--- src/rtl/spi_pkg.sv ---
// rtl/spi_pkg.sv - shared types and defaults for the SPI transaction sequencer
package spi_pkg;

    localparam int DWIDTH_DEF = 8;

    typedef enum logic [2:0] {
        IDLE,
        SETUP,
        ISSUE,
        WAIT,
        STORE,
        HOLD
    } xfer_state_t;

endpackage

--- src/rtl/spi_xfer_ctrl_if.sv ---
// rtl/spi_xfer_ctrl_if.sv - host byte streams, command and byte-core strobes
interface spi_xfer_ctrl_if #(
    parameter int DWIDTH = 8,
    parameter int LEN_W  = 8
);
    logic [DWIDTH-1:0] tx_data;
    logic              tx_valid;
    logic              tx_ready;
    logic [DWIDTH-1:0] rx_data;
    logic              rx_valid;
    logic              rx_ready;
    logic              start;
    logic [LEN_W-1:0]  len;
    logic              busy;
    logic              ss_n;
    logic              core_cs;
    logic              core_wr;
    logic              core_rd;
    logic [DWIDTH-1:0] core_din;
    logic [DWIDTH-1:0] core_dout;
    logic              core_done;

    // Host plus byte core: drives the command, TX stream and core results.
    modport master (
        output tx_data, tx_valid, rx_ready, start, len, core_dout, core_done,
        input  tx_ready, rx_data, rx_valid, busy, ss_n,
        input  core_cs, core_wr, core_rd, core_din
    );

    // The sequencer itself.
    modport slave (
        input  tx_data, tx_valid, rx_ready, start, len, core_dout, core_done,
        output tx_ready, rx_data, rx_valid, busy, ss_n,
        output core_cs, core_wr, core_rd, core_din
    );
endinterface

--- src/rtl/spi_byte_fifo.sv ---
// rtl/spi_byte_fifo.sv - synchronous first-word-fall-through byte FIFO
module spi_byte_fifo #(
    parameter int DWIDTH = 8,
    parameter int DEPTH  = 4
) (
    input  logic              clk,
    input  logic              rst,
    input  logic [DWIDTH-1:0] in_data,
    input  logic              in_valid,
    output logic              in_ready,
    output logic [DWIDTH-1:0] out_data,
    output logic              out_valid,
    input  logic              out_ready
);
    localparam int AW = $clog2(DEPTH);
    localparam int CW = $clog2(DEPTH) + 1;

    logic [DWIDTH-1:0] mem [DEPTH];
    logic [AW-1:0]     wr_ptr;
    logic [AW-1:0]     rd_ptr;
    logic [CW-1:0]     count;
    logic              do_push;
    logic              do_pop;

    // A full FIFO refuses a push even when a pop happens in the same cycle.
    assign in_ready  = (count != CW'(DEPTH));
    assign out_valid = (count != '0);
    assign out_data  = mem[rd_ptr];
    assign do_push   = in_valid & in_ready;
    assign do_pop    = out_valid & out_ready;

    // Storage array; contents are left stale on reset, pointers make them unreachable.
    always_ff @(posedge clk) begin
        if (do_push) begin
            mem[wr_ptr] <= in_data;
        end
    end

    // Pointers wrap naturally at DEPTH (power of two); count tracks occupancy.
    always_ff @(posedge clk) begin
        if (rst) begin
            wr_ptr <= '0;
            rd_ptr <= '0;
            count  <= '0;
        end else begin
            if (do_push) begin
                wr_ptr <= wr_ptr + 1'b1;
            end
            if (do_pop) begin
                rd_ptr <= rd_ptr + 1'b1;
            end
            if (do_push && !do_pop) begin
                count <= count + 1'b1;
            end else if (do_pop && !do_push) begin
                count <= count - 1'b1;
            end
        end
    end
endmodule

--- src/rtl/spi_xfer_ctrl.sv ---
// rtl/spi_xfer_ctrl.sv - multi-byte SPI transaction sequencer above the byte core
module spi_xfer_ctrl
    import spi_pkg::*;
#(
    parameter int DWIDTH = DWIDTH_DEF,
    parameter int DEPTH  = 4,
    parameter int LEN_W  = 8,
    parameter int GUARD  = 2
) (
    input logic           clk,
    input logic           rst,
    spi_xfer_ctrl_if.slave bus
);
    localparam int GW = (GUARD > 1) ? $clog2(GUARD) : 1;
    // The ISSUE cycle itself counts toward the leading guard, so SETUP is one cycle short.
    localparam int SETUP_LAST = (GUARD > 1) ? GUARD - 2 : 0;
    localparam int HOLD_LAST  = GUARD - 1;

    xfer_state_t       state, state_next;
    logic [LEN_W-1:0]  remain, remain_next;
    logic [GW-1:0]     guard_cnt, guard_next;
    logic              done_prev;
    logic              done_edge;
    logic              strobe, strobe_next;
    logic [DWIDTH-1:0] din_q, din_next;
    logic              busy_q;
    logic              ss_q;

    logic [DWIDTH-1:0] tx_head;
    logic              tx_avail;
    logic              tx_pop;
    logic              rx_space;
    logic              rx_push;

    spi_byte_fifo #(.DWIDTH(DWIDTH), .DEPTH(DEPTH)) u_tx_fifo (
        .clk       (clk),
        .rst       (rst),
        .in_data   (bus.tx_data),
        .in_valid  (bus.tx_valid),
        .in_ready  (bus.tx_ready),
        .out_data  (tx_head),
        .out_valid (tx_avail),
        .out_ready (tx_pop)
    );

    spi_byte_fifo #(.DWIDTH(DWIDTH), .DEPTH(DEPTH)) u_rx_fifo (
        .clk       (clk),
        .rst       (rst),
        .in_data   (bus.core_dout),
        .in_valid  (rx_push),
        .in_ready  (rx_space),
        .out_data  (bus.rx_data),
        .out_valid (bus.rx_valid),
        .out_ready (bus.rx_ready)
    );

    // A done level left over from the previous byte must not count as completion.
    assign done_edge = bus.core_done & ~done_prev;

    assign bus.busy     = busy_q;
    assign bus.ss_n     = ss_q;
    assign bus.core_cs  = strobe;
    assign bus.core_wr  = strobe;
    assign bus.core_rd  = 1'b0;
    assign bus.core_din = din_q;

    // Next-state, counters, FIFO handshakes and next strobe values.
    always_comb begin
        state_next  = state;
        remain_next = remain;
        guard_next  = guard_cnt;
        strobe_next = 1'b0;
        din_next    = din_q;
        tx_pop      = 1'b0;
        rx_push     = 1'b0;
        case (state)
            IDLE: begin
                if (bus.start && (bus.len != '0)) begin
                    remain_next = bus.len;
                    guard_next  = GW'(SETUP_LAST);
                    state_next  = (GUARD > 1) ? SETUP : ISSUE;
                end
            end
            SETUP: begin
                if (guard_cnt == '0) begin
                    state_next = ISSUE;
                end else begin
                    guard_next = guard_cnt - 1'b1;
                end
            end
            ISSUE: begin
                if (tx_avail) begin
                    tx_pop      = 1'b1;
                    strobe_next = 1'b1;
                    din_next    = tx_head;
                    state_next  = WAIT;
                end
            end
            WAIT: begin
                if (done_edge) begin
                    state_next = STORE;
                end
            end
            STORE: begin
                if (rx_space) begin
                    rx_push     = 1'b1;
                    remain_next = remain - 1'b1;
                    if (remain == LEN_W'(1)) begin
                        guard_next = GW'(HOLD_LAST);
                        state_next = HOLD;
                    end else begin
                        state_next = ISSUE;
                    end
                end
            end
            HOLD: begin
                if (guard_cnt == '0) begin
                    state_next = IDLE;
                end else begin
                    guard_next = guard_cnt - 1'b1;
                end
            end
            default: state_next = IDLE;
        endcase
    end

    // State register and registered outputs; busy/ss_n follow the next state.
    always_ff @(posedge clk) begin
        if (rst) begin
            state     <= IDLE;
            remain    <= '0;
            guard_cnt <= '0;
            done_prev <= 1'b0;
            strobe    <= 1'b0;
            din_q     <= '0;
            busy_q    <= 1'b0;
            ss_q      <= 1'b1;
        end else begin
            state     <= state_next;
            remain    <= remain_next;
            guard_cnt <= guard_next;
            done_prev <= bus.core_done;
            strobe    <= strobe_next;
            din_q     <= din_next;
            busy_q    <= (state_next != IDLE);
            ss_q      <= (state_next == IDLE);
        end
    end
endmodule

--- src/flat_wrapper.sv ---
// flat-port wrapper written by rule: the top's interface ports become plain ports
module spi_xfer_ctrl_flat import spi_pkg::*;
#(
    parameter int DWIDTH = DWIDTH_DEF,
    parameter int DEPTH  = 4,
    parameter int LEN_W  = 8,
    parameter int GUARD  = 2
)
  (clk, rst, bus_tx_data, bus_tx_valid, bus_rx_ready, bus_start, bus_len, bus_core_dout, bus_core_done, bus_tx_ready, bus_rx_data, bus_rx_valid, bus_busy, bus_ss_n, bus_core_cs, bus_core_wr, bus_core_rd, bus_core_din);
  spi_xfer_ctrl_if #(.DWIDTH(DWIDTH), .LEN_W(LEN_W)) bus_i ();
  input logic clk;
  input logic rst;
  input wire logic [$bits(bus_i.tx_data)-1:0] bus_tx_data;
  input wire logic [$bits(bus_i.tx_valid)-1:0] bus_tx_valid;
  input wire logic [$bits(bus_i.rx_ready)-1:0] bus_rx_ready;
  input wire logic [$bits(bus_i.start)-1:0] bus_start;
  input wire logic [$bits(bus_i.len)-1:0] bus_len;
  input wire logic [$bits(bus_i.core_dout)-1:0] bus_core_dout;
  input wire logic [$bits(bus_i.core_done)-1:0] bus_core_done;
  output wire logic [$bits(bus_i.tx_ready)-1:0] bus_tx_ready;
  output wire logic [$bits(bus_i.rx_data)-1:0] bus_rx_data;
  output wire logic [$bits(bus_i.rx_valid)-1:0] bus_rx_valid;
  output wire logic [$bits(bus_i.busy)-1:0] bus_busy;
  output wire logic [$bits(bus_i.ss_n)-1:0] bus_ss_n;
  output wire logic [$bits(bus_i.core_cs)-1:0] bus_core_cs;
  output wire logic [$bits(bus_i.core_wr)-1:0] bus_core_wr;
  output wire logic [$bits(bus_i.core_rd)-1:0] bus_core_rd;
  output wire logic [$bits(bus_i.core_din)-1:0] bus_core_din;
  assign bus_i.tx_data = bus_tx_data;
  assign bus_i.tx_valid = bus_tx_valid;
  assign bus_i.rx_ready = bus_rx_ready;
  assign bus_i.start = bus_start;
  assign bus_i.len = bus_len;
  assign bus_i.core_dout = bus_core_dout;
  assign bus_i.core_done = bus_core_done;
  assign bus_tx_ready = bus_i.tx_ready;
  assign bus_rx_data = bus_i.rx_data;
  assign bus_rx_valid = bus_i.rx_valid;
  assign bus_busy = bus_i.busy;
  assign bus_ss_n = bus_i.ss_n;
  assign bus_core_cs = bus_i.core_cs;
  assign bus_core_wr = bus_i.core_wr;
  assign bus_core_rd = bus_i.core_rd;
  assign bus_core_din = bus_i.core_din;
  spi_xfer_ctrl #(.DWIDTH(DWIDTH), .DEPTH(DEPTH), .LEN_W(LEN_W), .GUARD(GUARD)) u_core (.clk(clk), .rst(rst), .bus(bus_i));
endmodule
--- config.mk ---
export PLATFORM = sky130hd
export DESIGN_NAME = spi_xfer_ctrl_flat
export DESIGN_NICKNAME = d
export VERILOG_FILES = /design/src/rtl/spi_pkg.sv /design/src/rtl/spi_xfer_ctrl_if.sv /design/src/rtl/spi_byte_fifo.sv /design/src/rtl/spi_xfer_ctrl.sv /design/src/flat_wrapper.sv
export SDC_FILE = /design/constraint.sdc
export NUM_CORES = 1
export LEC_CHECK = 0
export CORE_ASPECT_RATIO = 0.6
export CORE_MARGIN = 3
export CORE_UTILIZATION = 40
export DETAILED_ROUTE_END_ITERATION = 7
export PLACE_DENSITY = 0.67
export SLEW_MARGIN = 5
export SYNTH_ARGS = -nofsm -noshare
export SYNTH_HDL_FRONTEND = slang
export SYNTH_SLANG_ARGS = --single-unit
--- constraint.sdc ---
create_clock -name clk -period 3.8 [get_ports clk]
set_clock_uncertainty 0.1 [all_clocks]
set_input_delay 0.38 -clock clk [delete_from_list [all_inputs] [get_ports clk]]
set_output_delay 0.38 -clock clk [all_outputs]
set_load 0.02 [all_outputs]
==> metrics.md, run 1 <==
| Metric | Value |
|---|---|
| Status | completed |
| Post-synthesis cell count | 336 |
| Worst-skew pair later-pin latency | 340 ps |
| Peak supply drop | 0.000276 V |
| Leakage power | 1.83 nW |
| Synth Flop Type | edfxtp_1 |
| PostCTS Resize Cnt | 0 |
| Clock transition at the registers of the reported paths | 70 ps |
| Fmax | 316 MHz |
| Top Ports | 53 |
| CP Class | reg2reg |
| Final Util | 50.0% |
| Worst Hold Class | reg2reg |
| # diodes | 0 |
| Max-Cap Viols | 0 |
| CP Data Arrival Time | 3320 ps |
| Setup crit end kind | flop |
| CTS tree | built |
| # H-tree levels | 3 |
| Power Density | 568 nW/um2 |
| Layout Area Growth over Synthesis | 20.1% |
| Post-route setup TNS | 0 ps |
| Hold path startpoint | u_core.bus.core_din[6]$_SDFFE_PP0P_ |
| CP Launch Point | u_core.state[2]$_SDFF_PP0_ |
| Standard-cell row count | 29 |
| Die Height | 87.8 um |
| Reg2Reg Depth | 9 |
| Die area | 12500 um2 |
| Routed WL per cell | 16.8 um |
| Initial core utilization | 41.7% |
| TritonCTS Buffers | 9 |
| Placed Instances | 508 |
| Asr flop ratio synth | 0% |
| GR Util All Layers | 14.9% |
| Critical R2R Launch | u_core.state[2]$_SDFF_PP0_ |
| Synthesized flop and latch total | 104 |
| IO Port Bufs | 51 |
| Crit Path Max Fanout | 17 |
| GRT overflow | 0 |
| Hold Violations, Final | 0 |
| Hold WS | 365 ps |
| Total power | 3.04 mW |
| Largest net degree at the start of global routing | 29 |
| Initial antenna violation count | 0 |
| Sequential cell area | 2720 um2 |
| Mapped Area | 4460 um2 |
| Post-Synthesis Net Count | 380 |
| Cell variety after synth | 55 |
| Reg2reg setup slack | 630 ps |
| Max-slew violations | 0 |
| Share of layout cells above drive strength 1 | 12.2% |
| Clock Tree Root | clkbuf_16 |
| Die width | 142 um |
| Post-Route WL | 8.80 mm |
| Number of global-route vias before repair | 2669 |
| RR Endpoint | u_core.u_rx_fifo.count[2]$_SDFFE_PP0P_ |
| Mean area per synthesized cell | 13.3 um2 |
| CP Launch Type | flop |
| Clk sinks | 104 |
| Via density | 5.20 |
| Via count | 2727 |
| ANT nets after route | 0 |
| Worst Hold End | u_core.bus.core_din[6]$_SDFFE_PP0P_ |
| Fin crit share | 83.3% |
| Core area | 10700 um2 |
| Post-CTS Setup Bufs | 0 |
| CTS max path bufs | 2 |
| Fillers | 906 |
| Drt pass-1 iters | 4 |
| Count of warnings emitted by yosys | 0 |
| Count of final setup violators | 0 |
| Worst Path Required | 3950 ps |
| Final HPWL DP | 6.35 mm |
| Post-route insts no fill | 524 |
| Max-slew headroom | 34.0% |
| RD Place Congestion | 0.800 |
| Least-Margin Pin Slew | 987 ps |
| Post-synthesis sequential area ratio | 61.0% |
| Initial DRC Count | 258 |
| Hold depth | 2 |
| Number of flops mapped to enable cells by yosys | 64 |
| RSZ-0062 raised after global routing | false |
| Minimum clock period | 3170 ps |
| Multi-input gate area | 1590 um2 |
| Detailed-route DRC error count | 0 |
| Hold Buf Count CTS | 0 |
| First-pass GRT wire length | 14.2 mm |
| Nets | 424 |
-- cells in the mapped netlist, drive strengths merged (2+ instances only) --
cell type  instances  area [um2]
edfxtp            64        1920
dfxtp             40         801
nand2             29         111
a21oi             27         135
nor2              22        82.6
mux4              16         360
buf               14        93.8
ha                12         150
inv               10        37.5
o21ai             10        57.6
nand2b             8        50.1
xor2               8        70.1
and3               7        45.1
nand3              7        35.0
a221o              6        65.1
clkbuf             5        18.8
and2               4        25.0
nor3b              4        41.3
or3                4        25.0
mux2i              3        30.0
nor3               3        15.0
nor4               3        33.8
xnor2              3        26.3
a21boi             2        15.0
a21o               2        15.0
fa                 2        40.0
nand4              2        12.5
nor2b              2        12.5
o211ai             2        15.0
or3b               2        17.5
-- cell usage in the layout (no fill, tap or decap), types with 9 or more instances in the layout --
| cell type | Yosys | final |
|---|---|---|
| a21oi_1 | 27 | 27 |
| clkdlybuf4s50_1 | 0 | 51 |
| mux4_2 | 16 | 16 |
| dfxtp_1 | 40 | 40 |
| nor2_1 | 22 | 22 |
| nand2_1 | 28 | 28 |
| inv_1 | 10 | 10 |
| edfxtp_1 | 64 | 64 |
| ha_1 | 12 | 12 |
| clkbuf_16 | 0 | 9 |
-- worst max-delay path by stage --
stage,end,slack (ps)
after global routing,u_core.u_rx_fifo.count[2]$_SDFFE_PP0P_,300
after detailed placement,u_core.u_rx_fifo.count[2]$_SDFFE_PP0P_,640
final,u_core.u_rx_fifo.count[2]$_SDFFE_PP0P_,630
after floorplan,u_core.u_tx_fifo.count[2]$_SDFFE_PP0P_,1410
after global placement,u_core.u_rx_fifo.count[2]$_SDFFE_PP0P_,780
after CTS,u_core.u_rx_fifo.count[2]$_SDFFE_PP0P_,620
-- flip-flops by register name (all words and copies together) (netlist names), named ones only --
signal,cells
u_core.state,3
u_core.u_tx_fifo.count,3
u_core.remain,8
u_core.u_rx_fifo.wr_ptr,2
u_core.guard_cnt,1
u_core.u_tx_fifo.wr_ptr,2
u_core.bus.core_cs,1
u_core.u_rx_fifo.mem,32
u_core.done_prev,1
u_core.bus.ss_n,1
u_core.bus.busy,1
u_core.u_tx_fifo.mem,32
u_core.u_rx_fifo.count,3
u_core.u_tx_fifo.rd_ptr,2
u_core.bus.core_din,8
u_core.u_rx_fifo.rd_ptr,2
-- critical path, cell delays in order (launching register included) --
cell     delay [ps]
dfxtp_1         490
nor3b_4         550
nand2_2         340
inv_1           280
ha_1            230
inv_1            60
fa_1            370
xor2_1          170
or3_1           320
a21oi_1         160
-- layer usage --
metal / vias to the layer above / routed length, um / global-route usage, %
met5: - / 0 / 0
met4: 0 / 117 / 5.00
met3: 9 / 414 / 3.82
met2: 71 / 3800 / 21.6
met1: 1325 / 4470 / 22.0
li1: 1322 / - / -
-- cell type report --
class	instances	share of cell area, %
clock buffers	9	4.20
multi-input cells	202	29.6
well taps	139	3.25
clock inverters	7	1.68
inverters	11	0.771
flip-flops and latches	104	50.8
repair buffers	52	9.67
-- logic make-up after synthesis --
| group | count (synthesis) | share of synthesized area (%) |
|---|---|---|
| buf+inv | 30 | 3.45 |
| other cells | 1 | 0.0840 |
| simple gates | 101 | 12.2 |
| flops | 104 | 61.0 |
| mux | 19 | 8.75 |
| compound gates | 56 | 8.08 |
| xor+xnor | 11 | 2.16 |
| fa+ha+maj | 14 | 4.26 |
-- through the flow --
| stage | cell area (um2) | worst slack, ps |
|---|---|---|
| CTS | 5360 | 616 |
| floorplan | 4460 | 1410 |
| finish | 5360 | 633 |
| global placement | 5040 | 783 |
| global route | 5360 | 302 |
| detailed placement | 5040 | 641 |
-- where the power goes --
part | internal, mW | switching [mW] | leakage [nW] | total (mW)
Combinational | 0.316 | 0.341 | 0.769 | 0.657
Sequential | 1.32 | 0.113 | 0.908 | 1.43
Clock | 0.525 | 0.427 | 0.152 | 0.953
Total | 2.16 | 0.881 | 1.83 | 3.04
No activity file was read; power rests on OpenSTA's default activity.
==> inputs of run 2 (changes only) <==
- clock period: 3.8 -> 3.2 ns (I/O delays scaled with it)
==> run 2 against run 1 <==
  * Non-clock buffer count grew 3
  * First-iteration DRC count is 19% lower
  * Critical path depth unchanged
  * Largest power group unchanged
==> metrics.md, run 2 (same netlist as run 1, synthesis figures left out) <==
| Metric | Value |
|---|---|
| Status | completed |
| Core area | 10700 um2 (unchanged) |
| Minimum clock period | 2720 ps (-444 ps) |
| Die Height | 87.8 um (unchanged) |
| RD Place Congestion | 0.820 (+2.5%) |
| Die area | 12500 um2 (unchanged) |
| TritonCTS Buffers | 9 (unchanged) |
| Hold depth | 2 (unchanged) |
| Top Ports | 53 (unchanged) |
| Final Util | 50.1% (+0.082 points) |
| Max-slew headroom | 27.4% (-6.6 points) |
| ANT nets after route | 0 (unchanged) |
| Initial DRC Count | 208 (-19%) |
| Worst Hold Class | reg2reg |
| Post-route insts no fill | 527 (+0.57%) |
| First-pass GRT wire length | 14.5 mm (+2.3%) |
| CP Launch Type | flop |
| Detailed-route DRC error count | 0 (unchanged) |
| Power Density | 669 nW/um2 (+18%) |
| Standard-cell row count | 29 (unchanged) |
| Largest net degree at the start of global routing | 31 (+6.9%) |
| Most common cell after layout, fill and taps aside | edfxtp_1 |
| Share of layout cells above drive strength 1 | 12.6% (+0.42 points) |
| CTS max path bufs | 2 (unchanged) |
| Post-route setup TNS | 0 ps (unchanged) |
| Placed Instances | 511 (+0.59%) |
| # H-tree levels | 3 (unchanged) |
| Worst-skew pair later-pin latency | 340 ps (about the same) |
| Worst Path Required | 3350 ps (-600 ps) |
| Regs by FF count | u_core.u_rx_fifo.mem x32, u_core.u_tx_fifo.mem x32 |
| Layout Area Growth over Synthesis | 20.2% |
| Setup crit end kind | flop |
| Post-Route WL | 8.74 mm (-0.67%) |
| Fin crit share | 85.1% (+1.8 points) |
| GR Util All Layers | 15.1% (+0.19 points) |
| Hold path startpoint | u_core.bus.core_din[6]$_SDFFE_PP0P_ |
| Die width | 142 um (unchanged) |
| Clock Tree Root | clkbuf_16 |
| RSZ-0062 raised after global routing | false |
| Initial core utilization | 41.7% (unchanged) |
| GRT overflow | 0 (unchanged) |
| Total power | 3.59 mW (+18%) |
| Peak supply drop | 0.000303 V (+9.8%) |
| Count of final setup violators | 0 (unchanged) |
| Via density | 5.21 (about the same) |
| Clk sinks | 104 (unchanged) |
| Drt pass-1 iters | 4 (unchanged) |
| CP Data Arrival Time | 2870 ps (-450 ps) |
| IO Port Bufs | 51 (unchanged) |
| Fmax | 367 MHz (+16%) |
| PostCTS Resize Cnt | 0 (unchanged) |
| Hold Violations, Final | 0 (unchanged) |
| Final HPWL DP | 6.24 mm (-1.8%) |
| Leakage power | 1.84 nW (+0.69%) |
| CP Class | reg2reg |
| Number of global-route vias before repair | 2779 (+4.1%) |
| Worst Hold End | u_core.bus.core_din[6]$_SDFFE_PP0P_ |
| Critical R2R Launch | u_core.state[2]$_SDFF_PP0_ |
| CTS tree | built |
| Initial antenna violation count | 0 (unchanged) |
| # diodes | 0 (unchanged) |
| Max-slew violations | 0 (unchanged) |
| Commonest cells after routing, fill and taps aside | 64 x edfxtp_1, 51 x clkdlybuf4s50_1, 40 x dfxtp_1 |
| Least-Margin Pin Slew | 1090 ps (+98.5 ps) |
| Final worst slack | 477 ps (-156 ps) |
| Reg2Reg Depth | 9 (unchanged) |
| Clock transition at the registers of the reported paths | 70 ps (about the same) |
| Reg2reg setup slack | 480 ps (-160 ps) |
| Nets | 427 (+0.71%) |
| Hold Buf Count CTS | 0 (unchanged) |
| Dpl ws | 494 ps (-146 ps) |
| Post-CTS Setup Bufs | 0 (unchanged) |
| Via count | 2744 (+0.62%) |
| RR Endpoint | u_core.u_rx_fifo.count[2]$_SDFFE_PP0P_ |
| Crit Path Max Fanout | 17 (unchanged) |
| Routed WL per cell | 16.6 um (-1.2%) |
| Max-Cap Viols | 0 (unchanged) |
==> run 2: worst max-delay path: stages (launching register included) <==
cell	delay (ps)
dfxtp_1	490
nor3b_4	270
nand2_2	240
inv_1	260
ha_1	220
inv_1	60
fa_1	370
xor2_1	180
or3_1	310
a21oi_1	150
==> run 2: final cells by class <==
cell class	instances	area (um2)
Clock buffer	9	225
Tap cell	139	174
Sequential cell	104	2720
Timing Repair Buffer	55	541
Inverter	11	41.3
Multi-Input combinational cell	202	1590
Fill cell	894	5340
Clock inverter	7	76.3
==> run 2: through the flow <==
stage | hold slack [ps] | area (um2)
3_3_place_gp | 345 | 5060
3_5_place_dp | 349 | 5060
2_1_floorplan | 319 | 4460
4_1_cts | 361 | 5370
5_1_grt | 385 | 5370
6_report | 357 | 5370
==> run 2: layer usage <==
| metal | track usage, % | up-vias | wire length, um |
|---|---|---|---|
| met4 | 4.66 | 0 | 120 |
| met2 | 22.1 | 55 | 3750 |
| met3 | 4.75 | 11 | 482 |
| met1 | 21.7 | 1346 | 4390 |
| li1 | - | 1332 | - |
| met5 | 0 | - | 0 |
==> run 2: how the worst max path moves through the flow <==
| stage | cells past startpoint | slack (ps) | end | from |
|---|---|---|---|---|
| 6_report | 9 | 480 | u_core.u_rx_fifo.count[2]$_SDFFE_PP0P_ | u_core.state[2]$_SDFF_PP0_ |
| 5_1_grt | 9 | 250 | u_core.u_rx_fifo.count[2]$_SDFFE_PP0P_ | u_core.state[2]$_SDFF_PP0_ |
| 4_1_cts | 9 | 490 | u_core.u_rx_fifo.count[2]$_SDFFE_PP0P_ | u_core.state[2]$_SDFF_PP0_ |
| 3_5_place_dp | 8 | 490 | u_core.u_tx_fifo.count[2]$_SDFFE_PP0P_ | bus_tx_valid |
| 3_3_place_gp | 8 | 560 | u_core.u_tx_fifo.count[2]$_SDFFE_PP0P_ | bus_tx_valid |
| 2_1_floorplan | 9 | 810 | u_core.u_tx_fifo.count[2]$_SDFFE_PP0P_ | u_core.u_tx_fifo.count[0]$_SDFFE_PP0P_ |
==> run 2: where the power goes <==
| group | switching, mW | total [mW] | internal, mW |
|---|---|---|---|
| Sequential | 0.131 | 1.70 | 1.57 |
| Clock | 0.492 | 1.11 | 0.615 |
| Combinational | 0.403 | 0.785 | 0.383 |
| Total | 1.03 | 3.59 | 2.57 |
==> inputs of run 3 (changes only) <==
- CTS_CLUSTER_DIAMETER: unset -> 100
==> results of run 3 <==
Final layout, timing and power as in run 2 (identical DEF).
